===== config.mk =====
export PLATFORM = sky130hd
export DESIGN_NAME = wb_cmd_master
export DESIGN_NICKNAME = d
export VERILOG_FILES = /design/src/rtl/wb_cmd_master_pkg.sv /design/src/rtl/wb_cmd_master.sv
export SDC_FILE = /design/constraint.sdc
export NUM_CORES = 1
export LEC_CHECK = 0
export CAP_MARGIN = 20
export CORE_MARGIN = 2
export CORE_UTILIZATION = 41
export CTS_CLUSTER_DIAMETER = 60
export DETAILED_ROUTE_END_ITERATION = 10
export PLACE_DENSITY = 0.88
export SLEW_MARGIN = 10
export SYNTH_ARGS = -nofsm -noshare
export SYNTH_HDL_FRONTEND = slang
export SYNTH_SLANG_ARGS = --single-unit

===== constraint.sdc =====
create_clock -name clk_sys_i -period 2.2 [get_ports clk_sys_i]
set_input_delay 0.44 -clock clk_sys_i [delete_from_list [all_inputs] [get_ports clk_sys_i]]
set_output_delay 0.44 -clock clk_sys_i [all_outputs]
set_load 0.02 [all_outputs]

===== src/rtl/wb_cmd_master_pkg.sv =====
// Shared types for the single-transaction Wishbone command master.
// Latency: n/a (types and constants only).
// Backpressure: n/a.
//
// Contents: FSM state encoding, bus-mode constants, and the response record
// that the master holds stable until the consumer takes it.
package wb_cmd_master_pkg;

    // Bus-mode selector values for g_pipelined.
    localparam int c_WBM_CLASSIC   = 0;
    localparam int c_WBM_PIPELINED = 1;

    // Widest data bus the response record can carry.
    localparam int c_WBM_MAX_DW = 32;

    typedef enum logic [1:0] {
        S_IDLE     = 2'd0,
        S_ISSUE    = 2'd1,
        S_WAIT_ACK = 2'd2,
        S_RESP     = 2'd3
    } t_wbm_state;

    typedef struct packed {
        logic [c_WBM_MAX_DW-1:0] dat;
        logic                    err;
        logic                    timeout;
    } t_wbm_rsp;

endpackage


===== src/rtl/wb_cmd_master.sv =====
// Single-transaction Wishbone master driven by a valid/ready command port.
// Latency: cyc/stb one cycle after command accept; response one cycle after ack/err/timeout.
// Backpressure: one outstanding transaction; cmd_ready_o low until the response is consumed.
//
// Ports:
//   clk_sys_i, rst_i          clock, synchronous active-high reset
//   cmd_*                     command in (valid/ready): we, adr, dat, sel
//   rsp_*                     response out (valid/ready): dat, err, timeout
//   wb_*                      Wishbone initiator side (classic or pipelined)
//   busy_o                    high whenever a command is in flight or its response pending
module wb_cmd_master
    import wb_cmd_master_pkg::*;
#(
    parameter int g_addr_width = 32,
    parameter int g_data_width = 32,
    parameter int g_pipelined  = 1,
    parameter int g_timeout    = 255
) (
    input  logic                      clk_sys_i,
    input  logic                      rst_i,

    input  logic                      cmd_valid_i,
    output logic                      cmd_ready_o,
    input  logic                      cmd_we_i,
    input  logic [g_addr_width-1:0]   cmd_adr_i,
    input  logic [g_data_width-1:0]   cmd_dat_i,
    input  logic [g_data_width/8-1:0] cmd_sel_i,

    output logic                      rsp_valid_o,
    input  logic                      rsp_ready_i,
    output logic [g_data_width-1:0]   rsp_dat_o,
    output logic                      rsp_err_o,
    output logic                      rsp_timeout_o,

    output logic                      wb_cyc_o,
    output logic                      wb_stb_o,
    output logic                      wb_we_o,
    output logic [g_addr_width-1:0]   wb_adr_o,
    output logic [g_data_width-1:0]   wb_dat_o,
    output logic [g_data_width/8-1:0] wb_sel_o,
    input  logic [g_data_width-1:0]   wb_dat_i,
    input  logic                      wb_ack_i,
    input  logic                      wb_err_i,
    input  logic                      wb_stall_i,

    output logic                      busy_o
);

    // Timeout counter sized from the limit, clamped to 8..16 bits.
    localparam int c_cnt_raw = $clog2(g_timeout + 1);
    localparam int c_cnt_w   = (c_cnt_raw < 8) ? 8 : ((c_cnt_raw > 16) ? 16 : c_cnt_raw);
    // The counter value that, when incremented this cycle, reaches g_timeout.
    localparam logic [c_cnt_w-1:0] c_limit = c_cnt_w'(g_timeout - 1);
    localparam bit c_pipe = (g_pipelined != c_WBM_CLASSIC);

    t_wbm_state         state;
    t_wbm_rsp           rsp_q;
    logic [c_cnt_w-1:0] tmo_cnt;
    logic               tmo_hit;
    logic               term;

    // Internal decode only; every output below comes from a register.
    always_comb begin
        tmo_hit = (tmo_cnt == c_limit);
        term    = wb_ack_i | wb_err_i | tmo_hit;
    end

    assign rsp_dat_o     = rsp_q.dat[g_data_width-1:0];
    assign rsp_err_o     = rsp_q.err;
    assign rsp_timeout_o = rsp_q.timeout;

    always_ff @(posedge clk_sys_i) begin
        if (rst_i) begin
            state       <= S_IDLE;
            cmd_ready_o <= 1'b1;
            busy_o      <= 1'b0;
            rsp_valid_o <= 1'b0;
            rsp_q       <= '0;
            tmo_cnt     <= '0;
            wb_cyc_o    <= 1'b0;
            wb_stb_o    <= 1'b0;
            wb_we_o     <= 1'b0;
            wb_adr_o    <= '0;
            wb_dat_o    <= '0;
            wb_sel_o    <= '0;
        end else begin
            case (state)
                S_IDLE: begin
                    if (cmd_valid_i) begin
                        wb_we_o     <= cmd_we_i;
                        wb_adr_o    <= cmd_adr_i;
                        wb_dat_o    <= cmd_dat_i;
                        wb_sel_o    <= cmd_sel_i;
                        wb_cyc_o    <= 1'b1;
                        wb_stb_o    <= 1'b1;
                        tmo_cnt     <= '0;
                        cmd_ready_o <= 1'b0;
                        busy_o      <= 1'b1;
                        state       <= S_ISSUE;
                    end
                end

                S_ISSUE, S_WAIT_ACK: begin
                    tmo_cnt <= tmo_cnt + 1'b1;
                    if (term) begin
                        // Priority: err over ack, either over timeout.
                        wb_cyc_o    <= 1'b0;
                        wb_stb_o    <= 1'b0;
                        rsp_valid_o <= 1'b1;
                        state       <= S_RESP;
                        if (wb_err_i) begin
                            rsp_q.dat     <= '0;
                            rsp_q.err     <= 1'b1;
                            rsp_q.timeout <= 1'b0;
                        end else if (wb_ack_i) begin
                            rsp_q.dat     <= wb_we_o ? '0 : c_WBM_MAX_DW'(wb_dat_i);
                            rsp_q.err     <= 1'b0;
                            rsp_q.timeout <= 1'b0;
                        end else begin
                            rsp_q.dat     <= '0;
                            rsp_q.err     <= 1'b1;
                            rsp_q.timeout <= 1'b1;
                        end
                    end else if (state == S_ISSUE && c_pipe && !wb_stall_i) begin
                        // Slave took the strobe; keep cyc and wait for termination.
                        wb_stb_o <= 1'b0;
                        state    <= S_WAIT_ACK;
                    end
                end

                S_RESP: begin
                    if (rsp_ready_i) begin
                        rsp_valid_o <= 1'b0;
                        cmd_ready_o <= 1'b1;
                        busy_o      <= 1'b0;
                        state       <= S_IDLE;
                    end
                end

                default: state <= S_IDLE;
            endcase
        end
    end

endmodule

Word-level counts from Yosys, hierarchy flattened
Cells that the tools add are included.
Storage, ports and cells
  output and inout port bits: 108
  register bits: 118
Cells by class
  reduce and logical (&&, ||, !) cells: 15
  muxes and demuxes: 23
  $add $sub $neg: 1
  bitwise gates (word level): 2
  eq/ne operators: 8
Operators by type and width (number)
  34-bit two-way mux: 2
  32-bit two-way mux: 1
  8-bit case mux with 2 select lines: 1
  3-bit AND reduction: 5
  1-bit case mux with 2 select lines: 5
  8-bit by 1-bit adder with 8-bit output (second input constant): 1
  8-bit == test (second input constant): 1
  1-bit two-way mux: 8
  2-bit two-way mux: 4
  8-bit two-way mux: 1
  2-bit inequality test (second input constant): 3
  2-bit case mux with 3 select lines: 1
  2-bit AND reduction: 3
  2-bit nonzero test: 3
  2-bit == test (second input constant): 2
  3-bit inequality test (second input constant): 1
  2-bit by 1-bit == test with 1-bit output (second input constant): 1
  2-bit logical NOT: 1
  1-bit OR: 2
  2-bit OR reduction: 1
  1-bit logical AND: 1
  1-bit logical NOT: 1

Depth between registers and ports, before layout
  depth in word-level cells: 5
  gate-level depth with buffers: 8
  gate-level depth less buffers: 6

Worst setup path after synthesis
No wires, ideal clock.
  path kind: register to register
  start point: reg state[0]
  end point: reg rsp_q (netlist bit rsp_timeout_o)
  buffers on the path: 2
  required time: 2.068 ns
  clock period less this slack: 1.673 ns
  arrival time: 1.541 ns
  path slack: 0.527 ns
  library setup time: 0.132 ns
  stages on the path, launching flop included: 9
  path through: dfxtp_1 > inv_1 > ha_1 > and4_1 > a21o_1 > buf_6 > buf_8 > nor2_1 > nor3_2
Between the ends
  longest elaborated chain between the ends: 3
RTL lines
  start, declared: line wb_cmd_master.sv:56  | t_wbm_state state;
  start signal, assigned: line wb_cmd_master.sv:74  | state <= S_IDLE;
  start signal, assigned: line wb_cmd_master.sv:99  | state <= S_ISSUE;
  start signal, assigned: line wb_cmd_master.sv:110  | state <= S_RESP;
  2-bit by 1-bit == test with 1-bit output / 2-bit == test (equally long branches): line wb_cmd_master.sv:87  | case (state)
  2-bit OR reduction (*): line wb_cmd_master.sv:87
  2-bit AND reduction (no source line) (*)
  end, declared: line wb_cmd_master.sv:57  | t_wbm_rsp rsp_q;
Every way passes the cells marked *; elsewhere a longest branch is shown, timed or not.
A chain may end at the register's enable or synchronous reset.

Final worst setup path
  start point: reg state[0]
  end point: reg rsp_q (netlist bit rsp_dat_o[5])
Same word-level chain as after synthesis.

==> flow_summary.json <==
{
  "ctsResizeCount": 0,
  "r2r_slack_ns": 0.26,
  "dieArea_um2": 12300,
  "async_flop_share_pct": 0,
  "ys_warn_count": 0,
  "syn_nets": 653,
  "worst_pin_slew_ns": 0.450,
  "gp_congestion": 0.777,
  "nets": 858,
  "p_seq_share_pct": 31.1,
  "yosysSeqAreaShare_pct": 50.4,
  "syn_avg_cell_area_um2": 8.68,
  "drt_iter0_drc": 279,
  "coreArea_um2": 11300,
  "drcViolationCount": 0,
  "synthCells": 540,
  "p_sw_share_pct": 35.0,
  "grt_overflow": 0,
  "fin_cells": 901,
  "critPathArrivalTime_ns": 2.28,
  "crit_chain": "inv_1, ha_1, and4_1, a21o_1, buf_12, nand3_2, a21oi_2",
  "hold_viol_final": 0,
  "holdPathStages": 2,
  "grt_max_degree": 71,
  "final_common_cell": "clkdlybuf4s50_1",
  "postLayoutCellArea_um2": 7560,
  "post_cts_buffers": 0,
  "cts_tree": "done",
  "reg2regPathDepth": 7,
  "combPwrFrac_pct": 36.9,
  "cp-end-kind": "register",
  "hold_class": "input port to register",
  "outcome": "completed",
  "p_switching_mw": 3.02,
  "die_w_um": 111,
  "clk_latency_ns": 0.40,
  "place_inst": 869,
  "routed.top_layer": "met4",
  "antenna_found_initial": 0,
  "vdd_ir_drop_max_mv": 0.958,
  "cts-htree-levels": 4,
  "setup_tns_ns": 0,
  "rsz0062_at_grt": "no",
  "setup_violations": 0,
  "grt_pass1_vias": 4730,
  "place_area_um2": 6960,
  "slew_headroom_pct": 69.1,
  "vias": 4554,
  "clock_path_buffers": 2,
  "drt-met1-wl_mm": 5.48,
  "diodes": 0,
  "grt_usage_pct": 22.2,
  "dpl.hpwl_mm": 9.92,
  "start_util_pct": 41.6,
  "synthFlopType": "dfxtp_1",
  "ios": 216,
  "finalClockSkew_ns": 0.00775,
  "ys_ff_latch": 118,
  "crit_fanout": 32,
  "r2r_end": "rsp_dat_o[5]$_SDFFE_PP0P_",
  "power_leakage_nw": 2.65,
  "syn2layout_area_growth_pct": 61.3,
  "hp-start": "rst_i",
  "crit_type": "register to register",
  "finalCritPeriodShare_pct": 88.3,
  "drt_pass1_iterations": 5,
  "holdBufCountCts": 0,
  "cts_buffers": 17,
  "crit_family": "simple AND/OR/NAND/NOR gates",
  "synth_cell_types": 43,
  "die_h_um": 111,
  "drv_cap": 0,
  "crit_slowest_cell": "dfxtp_1",
  "crit_buf_inv": 2,
  "final_cell_mix": "clkdlybuf4s50_1 (214), nand2_1 (176), dfxtp_1 (118), a21oi_1 (79), a21oi_2 (30)",
  "syn_area_um2": 4690,
  "drive_above_1_share_pct": 14.8,
  "max_freq_ghz": 0.515,
  "reg2reg_from": "state[0]$_SDFFE_PP0P_",
  "internal-power_mw": 5.60,
  "met2_length_mm": 7.17,
  "clockPowerShare_pct": 32.0,
  "grt_pass1_wl_mm": 22.3,
  "clock_sinks": 118,
  "power_density_nw_per_um2": 1140,
  "cp.required_ns": 2.54,
  "met3WireLength_um": 736,
  "fin_crit_ns": 1.94,
  "slew_viol_final": 0,
  "n_fill_cell": 834,
  "synth_edf_count": 0,
  "rows": 39,
  "slowest_delay_ns": 0.36,
  "wl_per_cell_um": 15.3,
  "wl_mm": 13.8,
  "clkTransAtPathRegs_ns": 0.06,
  "via_per_inst": 5.05,
  "postRouteAntennaNets": 0,
  "setup.worst_path.start_class": "register",
  "min_to": "tmo_cnt[1]$_SDFFE_PP0P_",
  "portBuffers": 215,
  "cts_root_buf": "clkbuf_16"
}
cells by family after synthesis:
logic type,after synthesis,synth area share (%)
mux,2,0.454
buf+inv,46,5.21
compound gates,126,17.4
fa+ha+maj,5,1.34
xor+xnor,5,0.935
flops,118,50.4
simple gates,238,24.2
worst max-delay path by stage:
| stage | endpoint | slack, ns | cells past startpoint | from |
|---|---|---|---|---|
| after floorplan | rsp_timeout_o$_SDFFE_PP0P_ | 0.53 | 8 | state[0]$_SDFFE_PP0P_ |
| after global placement | rsp_dat_o[31]$_SDFFE_PP0P_ | 0.23 | 6 | wb_ack_i |
| after detailed placement | rsp_dat_o[5]$_SDFFE_PP0P_ | 0.15 | 6 | wb_ack_i |
| after CTS | wb_we_o | 0.26 | 1 | wb_we_o$_SDFFE_PP0P_ |
| after global routing | rsp_dat_o[0]$_SDFFE_PP0P_ | 0.11 | 7 | state[0]$_SDFFE_PP0P_ |
| final | rsp_dat_o[5]$_SDFFE_PP0P_ | 0.26 | 7 | state[0]$_SDFFE_PP0P_ |
power by group through the flow:
stage / Sequential, mW / Clock, mW / Combinational [mW]
finish: 2.68 / 2.76 / 3.18
global route: 2.72 / 2.92 / 3.43
CTS: 2.68 / 2.81 / 3.20
detailed placement: 2.72 / 0 / 3.17
global placement: 2.70 / 0 / 3.06
floorplan: 3.07 / 0 / 1.63
through the flow:
step	power, mW	hold slack, ns	util (%)	setup slack [ns]
4_1_cts	8.69	0.399	67.0	0.258
6_report	8.62	0.409	67.0	0.257
2_1_floorplan	4.70	0.462	-	0.527
3_5_place_dp	5.89	0.447	61.7	0.147
3_3_place_gp	5.76	0.441	61.7	0.227
5_1_grt	9.07	0.426	67.0	0.110
sequential cells by signal, indices dropped and copies added, names as in the netlist:
| register | flops |
|---|---|
| rsp_dat_o | 32 |
| wb_adr_o | 32 |
| wb_dat_o | 32 |
| tmo_cnt | 8 |
| wb_sel_o | 4 |
| state | 2 |
| busy_o | 1 |
| cmd_ready_o | 1 |
| rsp_err_o | 1 |
| rsp_timeout_o | 1 |
| rsp_valid_o | 1 |
| wb_cyc_o | 1 |
| wb_stb_o | 1 |
| wb_we_o | 1 |
cell usage after synthesis (3+ instances only):
cell	n	area, um2
buf_1	3	11.3
buf_2	16	80.1
ha_1	5	62.6
inv_1	7	26.3
clkbuf_1	16	60.1
a21oi_1	79	395
dfxtp_1	118	2360
a21oi_2	30	263
nand3_1	5	25.0
nor2_1	12	45.0
nand2_1	177	664
nand3_2	29	290
xor2_1	3	26.3
layout make-up:
type	instances	area (um2)	share of cell area, %
multi-input combinational	376	2090	27.7
inverter	7	26.3	0.348
clock buffer	19	443	5.86
clock inverter	13	156	2.07
sequential	118	2360	31.3
tap	143	179	2.37
timing repair buffer	225	2300	30.4
metal layers:
| metal | vias up | global-route usage (%) |
|---|---|---|
| li1 | 2206 | - |
| met1 | 2168 | 23.4 |
| met2 | 146 | 40.1 |
| met3 | 34 | 6.78 |
| met4 | 0 | 10.9 |
| met5 | - | 0 |
worst reg2reg max path: cells and delay by family (launching register included):
kind                       cells  cell delay, ns
and+or+nand+nor                2            0.41
AOI/OAI and AO/OA              2            0.40
DFF                            1            0.36
adders and majority gates      1            0.36
buffers and inverters          2            0.35
No activity file was read; power rests on OpenSTA's default activity.
